`src/rtl/tmds_channel_rx_if.sv`:
```
// Bundle between the TMDS deserializer, one receive channel and the capture logic.
// err_cnt only exists when TMDS_RX_ERRCNT_EN is defined.
interface tmds_channel_rx_if;
  logic [9:0] din;
  logic       locked;
  logic [3:0] offset;
  logic       slip;
  logic       de;
  logic [7:0] dout;
  logic [1:0] ctrl;
`ifdef TMDS_RX_ERRCNT_EN
  logic [15:0] err_cnt;

  modport master (input din, output locked, offset, slip, de, dout, ctrl, err_cnt);
  modport slave  (output din, input locked, offset, slip, de, dout, ctrl, err_cnt);
`else
  modport master (input din, output locked, offset, slip, de, dout, ctrl);
  modport slave  (output din, input locked, offset, slip, de, dout, ctrl);
`endif
endinterface

```
`src/rtl/tmds_channel_rx.sv`:
```
// TMDS receive channel: control-token word alignment plus 10b->8b / control decode.
// Define TMDS_RX_ERRCNT_EN to add the err_cnt lock-loss / DC-balance error counter.
module tmds_channel_rx #(
  parameter int CTRL_RUN       = 8,
  parameter int SEARCH_TIMEOUT = 1024,
  parameter int LOSS_WINDOW    = 4096
) (
  input  logic              sys_clock,
  input  logic              sys_nrst,
  tmds_channel_rx_if.master bus
);

  localparam int RUN_W  = ($clog2(CTRL_RUN) > 0)       ? $clog2(CTRL_RUN)       : 1;
  localparam int TMO_W  = ($clog2(SEARCH_TIMEOUT) > 0) ? $clog2(SEARCH_TIMEOUT) : 1;
  localparam int LOSS_W = ($clog2(LOSS_WINDOW) > 0)    ? $clog2(LOSS_WINDOW)    : 1;

  typedef enum logic {SEARCH, LOCKED} state_t;

  state_t            state;
  logic [9:0]        din_q;
  logic [9:0]        sym;
  logic [3:0]        offset_q;
  logic              locked_q;
  logic              slip_q;
  logic              de_q;
  logic [7:0]        dout_q;
  logic [1:0]        ctrl_q;
  logic [RUN_W-1:0]  run;
  logic [TMO_W-1:0]  tmo;
  logic [LOSS_W-1:0] loss;

  // Two consecutive words form a 20-bit stream slice; bit 0 of din_q is the oldest bit.
  logic [19:0] pair;
  logic [9:0]  win;
  assign pair = {bus.din, din_q};
  assign win  = 10'(pair >> offset_q);

  logic       sym_tok;
  logic [1:0] sym_code;
  logic [7:0] t;
  logic [7:0] x;
  logic [7:0] sym_data;
  logic       run_done;
  logic       tmo_done;
  logic       loss_done;

  // NOTE: every variable assigned in an always_comb gets a default first, so no path
  // leaves it unassigned and no latch is inferred.
  always_comb begin
    sym_tok  = 1'b1;
    sym_code = 2'b00;
    case (sym)
      10'b1101010100: sym_code = 2'b00;
      10'b0010101011: sym_code = 2'b01;
      10'b0101010100: sym_code = 2'b10;
      10'b1010101011: sym_code = 2'b11;
      default:        sym_tok  = 1'b0;
    endcase
  end

  // Undo the optional inversion, then the XOR/XNOR transition chain.
  assign t        = sym[9] ? ~sym[7:0] : sym[7:0];
  assign x        = t ^ {t[6:0], 1'b0};
  assign sym_data = sym[8] ? {x[7:1], t[0]} : {~x[7:1], t[0]};

  assign run_done  = sym_tok && (run == RUN_W'(CTRL_RUN - 1));
  assign tmo_done  = (tmo == TMO_W'(SEARCH_TIMEOUT - 1));
  assign loss_done = (state == LOCKED) && !sym_tok && (loss == LOSS_W'(LOSS_WINDOW - 1));

  // NOTE: sequential state uses non-blocking assignments only, so every register in
  // this block samples the pre-edge value of every other one.
  always_ff @(posedge sys_clock or negedge sys_nrst) begin
    if (!sys_nrst) begin
      state    <= SEARCH;
      din_q    <= '0;
      sym      <= '0;
      offset_q <= '0;
      locked_q <= 1'b0;
      slip_q   <= 1'b0;
      de_q     <= 1'b0;
      dout_q   <= '0;
      ctrl_q   <= '0;
      run      <= '0;
      tmo      <= '0;
      loss     <= '0;
    end else begin
      din_q  <= bus.din;
      sym    <= win;
      slip_q <= 1'b0;

      if (sym_tok) begin
        de_q   <= 1'b0;
        dout_q <= '0;
        ctrl_q <= sym_code;
      end else begin
        de_q   <= 1'b1;
        dout_q <= sym_data;
      end

      case (state)
        SEARCH: begin
          if (run_done) begin
            state    <= LOCKED;
            locked_q <= 1'b1;
            run      <= '0;
            tmo      <= '0;
            loss     <= '0;
          end else if (tmo_done) begin
            offset_q <= (offset_q == 4'd9) ? 4'd0 : offset_q + 4'd1;
            slip_q   <= 1'b1;
            run      <= '0;
            tmo      <= '0;
          end else begin
            run <= sym_tok ? run + RUN_W'(1) : '0;
            tmo <= tmo + TMO_W'(1);
          end
        end
        LOCKED: begin
          if (sym_tok) begin
            loss <= '0;
          end else if (loss_done) begin
            // Drop back to hunting but retry the offset that just worked first.
            state    <= SEARCH;
            locked_q <= 1'b0;
            run      <= '0;
            tmo      <= '0;
            loss     <= '0;
          end else begin
            loss <= loss + LOSS_W'(1);
          end
        end
        default: state <= SEARCH;
      endcase
    end
  end

  assign bus.locked = locked_q;
  assign bus.offset = offset_q;
  assign bus.slip   = slip_q;
  assign bus.de     = de_q;
  assign bus.dout   = dout_q;
  assign bus.ctrl   = ctrl_q;

`ifdef TMDS_RX_ERRCNT_EN
  logic [15:0] err_cnt;
  logic        bad_dc;
  logic [1:0]  err_inc;
  logic [16:0] err_sum;

  assign bad_dc  = (state == LOCKED) && !sym_tok &&
                   (($countones(sym) < 4) || ($countones(sym) > 6));
  assign err_inc = {1'b0, bad_dc} + {1'b0, loss_done};
  assign err_sum = {1'b0, err_cnt} + {15'd0, err_inc};

  always_ff @(posedge sys_clock or negedge sys_nrst) begin
    if (!sys_nrst) begin
      err_cnt <= '0;
    end else begin
      err_cnt <= err_sum[16] ? 16'hFFFF : err_sum[15:0];
    end
  end

  assign bus.err_cnt = err_cnt;
`endif

endmodule

```
`src/flat_wrapper.sv`:
```
// flat-port wrapper written by rule: the top's interface ports become plain ports
module tmds_channel_rx_flat 
#(
  parameter int CTRL_RUN       = 8,
  parameter int SEARCH_TIMEOUT = 1024,
  parameter int LOSS_WINDOW    = 4096
)
  (sys_clock, sys_nrst, bus_din, bus_locked, bus_offset, bus_slip, bus_de, bus_dout, bus_ctrl);
  tmds_channel_rx_if bus_i ();
  input  logic sys_clock;
  input  logic sys_nrst;
  input wire logic [$bits(bus_i.din)-1:0] bus_din;
  output wire logic [$bits(bus_i.locked)-1:0] bus_locked;
  output wire logic [$bits(bus_i.offset)-1:0] bus_offset;
  output wire logic [$bits(bus_i.slip)-1:0] bus_slip;
  output wire logic [$bits(bus_i.de)-1:0] bus_de;
  output wire logic [$bits(bus_i.dout)-1:0] bus_dout;
  output wire logic [$bits(bus_i.ctrl)-1:0] bus_ctrl;
  assign bus_i.din = bus_din;
  assign bus_locked = bus_i.locked;
  assign bus_offset = bus_i.offset;
  assign bus_slip = bus_i.slip;
  assign bus_de = bus_i.de;
  assign bus_dout = bus_i.dout;
  assign bus_ctrl = bus_i.ctrl;
  tmds_channel_rx #(.CTRL_RUN(CTRL_RUN), .SEARCH_TIMEOUT(SEARCH_TIMEOUT), .LOSS_WINDOW(LOSS_WINDOW)) u_core (.sys_clock(sys_clock), .sys_nrst(sys_nrst), .bus(bus_i));
endmodule
```
`config.mk`:
```
export PLATFORM = sky130hd
export DESIGN_NAME = tmds_channel_rx_flat
export DESIGN_NICKNAME = d
export VERILOG_FILES = /design/src/rtl/tmds_channel_rx_if.sv /design/src/rtl/tmds_channel_rx.sv /design/src/flat_wrapper.sv
export SDC_FILE = /design/constraint.sdc
export NUM_CORES = 1
export LEC_CHECK = 0
export CAP_MARGIN = 20
export CORE_ASPECT_RATIO = 0.75
export CORE_MARGIN = 2
export CORE_UTILIZATION = 50
export CTS_CLUSTER_DIAMETER = 60
export CTS_CLUSTER_SIZE = 10
export DETAILED_ROUTE_END_ITERATION = 7
export PLACE_DENSITY = 0.7
export SLEW_MARGIN = 20
export SYNTH_ARGS = -nofsm -noshare
export SYNTH_HDL_FRONTEND = slang
export SYNTH_SLANG_ARGS = --single-unit
```
`constraint.sdc`:
```
create_clock -name sys_clock -period 2.2 [get_ports sys_clock]
set_input_delay 0.44 -clock sys_clock [delete_from_list [all_inputs] [get_ports sys_clock]]
set_output_delay 0.44 -clock sys_clock [all_outputs]
set_load 0.03 [all_outputs]
```
==> results.md, run 1 <==
* Total die area at 0.007933 mm^2
* Routability Congestion at 0.8762
* Clock power share at 38.0%
* Gr usage total at 20.79%
* Slew of the pin with the lowest slew margin at approximately 450 ps
* Placed cell area at 0.004018 mm^2
* R2r setup slk at 160 ps
* Setup violations, final at 0
* H-tree levels at 3
* Met3 WL at approximately 450 um
* Worst Hold Class: in2async
* Vias post-DR at 2661
* Post-synthesis register bit count at 63
* Setup TNS at 0 ps
* CTS tree: built
* Met1 WL at 3676 um
* Area grow syn2layout at 16.72%
* DRC Markers at 0
* Maximum buffer depth of the clock tree at 2
* TritonCTS buffer count at 9
* Max-cap violations at 0
* Cells after synthesis at 306
* DR pass1 iterations at 4
* Worst Setup End Kind: output port
* Total net switching power at 651.3 uW
* Fraction of layout cells with a size suffix above 1 at a little under a fifth
* Die Y at slightly below 80 um
* Port bufs at 28
* Core area at 0.006897 mm^2
* Critical path class: reg2out
* Fraction of registers with async set/reset at 100.0%
* Clk slew on worst S/H paths at 80 ps
* Hold Violations, Final at 0
* Fmax at between 400 and 500 MHz
* Slowest stage delay, CP at 750 ps
* Design area at ~0.0042 mm^2
* Slowest library cell on the worst path: clkdlybuf4s50_1
* Number of core rows at 26
* Antenna Nets Post-Route at 0
* Commonest cells post-synth: 63 x dfrtp_1, 19 x nand2_1, 17 x nor2_1, 15 x mux4_2, 14 x nand3_1
* Post-synth EDFFs at 0
* Initial DRC count at 160
* Comb pwr share at 11.3%
* Status: complete, no violations
* Post-Syn Nets at 328
* Flop pwr share at about half
* Vias per inst at 5.980
* Slew margin rel. at 69.97%
* Routed WL at ~7400 um
* Fillcell total at about 600
* First-pass GRT wire length at 12710 um
* Gr ovfl total at 0
* Cell Area, Synth at 0.003615 mm^2
* Static leakage at 0.001771 uW
* Yosys warning total at 0
* Utilization after layout at 61.18%
* Initial Utilization at 52.41%
* CP startpoint kind: flop
* Share of the synthesized area in the top cell type at a little over two fifths
* IO Pins at 29
* Top routing layer used: met4
* Synth area leader: dfrtp_1
* Skew-Pair Late Insertion Delay at roughly 350 ps
* Largest net degree at the start of global routing at 62
* Worst endpoint required time at 1760 ps
* Initial antenna violation count at 0
* Pins Over Slew Limit at 0
* Layout Nets at 364
* Sum of buffers and inverters on the critical path at 1
* Routed wl met2 at 3250 um
* Reg2reg end: u_core.loss[2]
* RSZ-0062 raised after global routing: false
* DR WL/cell at 16.73 um
* Peak VDD IR at 0.2891 mV
* Ant diodes at 0
* Crit path cell chain: clkdlybuf4s50_1
* Clock sink count at 63
* Final clock skew at 8.754 ps
* Number of global-route vias before repair at 2569
* Sw frac at 26.83%
* Post-DP HPWL at 5313 um
* Post-synth top flop: dfrtp_1
* FF-to-FF path depth at 7
* Register area share after synthesis at 43.61%
* CP max FO at 9
* Final worst path period share at 94.72%
* Count of different cell masters after synthesis at 62
* Die span in x at 102.2 um
* Crit path max-delay family: buffers and inverters
* Pwr Density at about 580 mW/mm^2
* Internal Power at between 1500 and 2000 uW
* Fin crit period at 2084 ps
* Root buffer cell: clkbuf_8
* Top cells by area, synth: dfrtp_1 44%, mux4_2 9.3%, mux4_1 4.4%
* RR Startpoint: u_core.run[0]
* Avg Cell Area, Syn at 11.81 um^2
* Count leader, synth: dfrtp_1
* CP arrival at 1640 ps
worst max-delay path by stage:
stage               slack [ps]            end  cells after the start                 start
floorplan                  220  u_core.sym[3]                      4  u_core.bus.offset[0]
global placement           110  u_core.sym[5]                      3            bus_din[0]
detailed placement          90  u_core.sym[5]                      3            bus_din[0]
CTS                         90  u_core.tmo[0]                      6         u_core.run[0]
global route                40  u_core.tmo[5]                      5        u_core.loss[0]
finish                     120  bus_offset[1]                      1  u_core.bus.offset[1]
state kept, by name (all words and copies together), names as in the netlist:
name / flops
u_core.loss: 12
u_core.din_q: 10
u_core.sym: 10
u_core.tmo: 10
u_core.bus.dout: 8
u_core.bus.offset: 4
u_core.run: 3
u_core.bus.ctrl: 2
u_core.bus.de: 1
u_core.bus.locked: 1
u_core.bus.slip: 1
u_core.state: 1
per-stage QoR:
step                worst slack [ps]  hold slack (ps)  power [uW]  cells
floorplan                      221.7            144.4        1397    306
global placement               114.3            251.9        1523    427
detailed placement             93.11            252.7        1529    427
CTS                            85.83            422.0        2452    444
global route                   40.73            410.7        2550    445
finish                         116.2            427.3        2428    445
power by group through the flow:
stage,Sequential [uW],Combinational [uW],Clock [uW]
after floorplan,1300,95.8,0
after global placement,1250,272,0
after detailed placement,1250,276,0
after CTS,1230,278,944
after global routing,1230,300,1010
final,1230,274,922
routing by layer:
metal / up-vias / GRT usage (%)
met5: - / 0
met4: 0 / 6.667
met3: 9 / 7.297
met2: 75 / 28.42
met1: 1330 / 30.87
li1: 1247 / -
cell families after synthesis:
logic type | share of synthesized area [%]
buffers and inverters | 4.534
muxes | 15.82
xor gates and xnor gates | 3.150
adders and majority gates | 3.461
and+or+nand+nor | 15.72
AOI/OAI and AO/OA | 13.71
DFF | 43.61
cell type report:
| cell class | instances | area [um^2] | area share (%) |
|---|---|---|---|
| clock buffer | 10 | 137.6 | 3.262 |
| clock inverter | 6 | 43.79 | 1.038 |
| inverter | 11 | 41.29 | 0.9786 |
| multi-input combinational | 213 | 1877 | 44.48 |
| sequential | 63 | 1577 | 37.37 |
| tap | 98 | 122.6 | 2.906 |
| timing repair buffer | 44 | 420.4 | 9.964 |
repair_timing:
| item | CTS | global route |
|---|---|---|
| hold endpoints to repair | 2 | 0 |
| resized for setup | 0 | 1 |
| hold buffers | 1 | 0 |
| setup endpoints to repair | 0 | 4 |
| setup buffers | 0 | 1 |
placed cells by master, fill, tap and decap left out, drive strengths merged, types with 3 or more instances in the layout:
master	instances
a31oi	8
nand3	15
nor3b	4
clkinv	3
o211ai	4
and2	4
buf	17
clkbuf	10
inv	13
nor3	6
and3	8
o21ai	11
a21oi	5
clkdlybuf4s50	26
a211o	5
a211oi	5
o2bb2ai	3
xnor2	11
nand2	19
and4	4
a32o	3
ha	10
nor2	18
dfrtp	63
nor2b	3
mux2i	5
nand4	6
nor4	3
a22o	4
mux4	21
(Power assumes the default switching activity.)
==> run 2: changes to the inputs <==
Settings changed: ABC_CLOCK_PERIOD_IN_PS set to 2200.
==> results of run 2 <==
No change in the layout: final DEF, timing and power equal those of run 1.
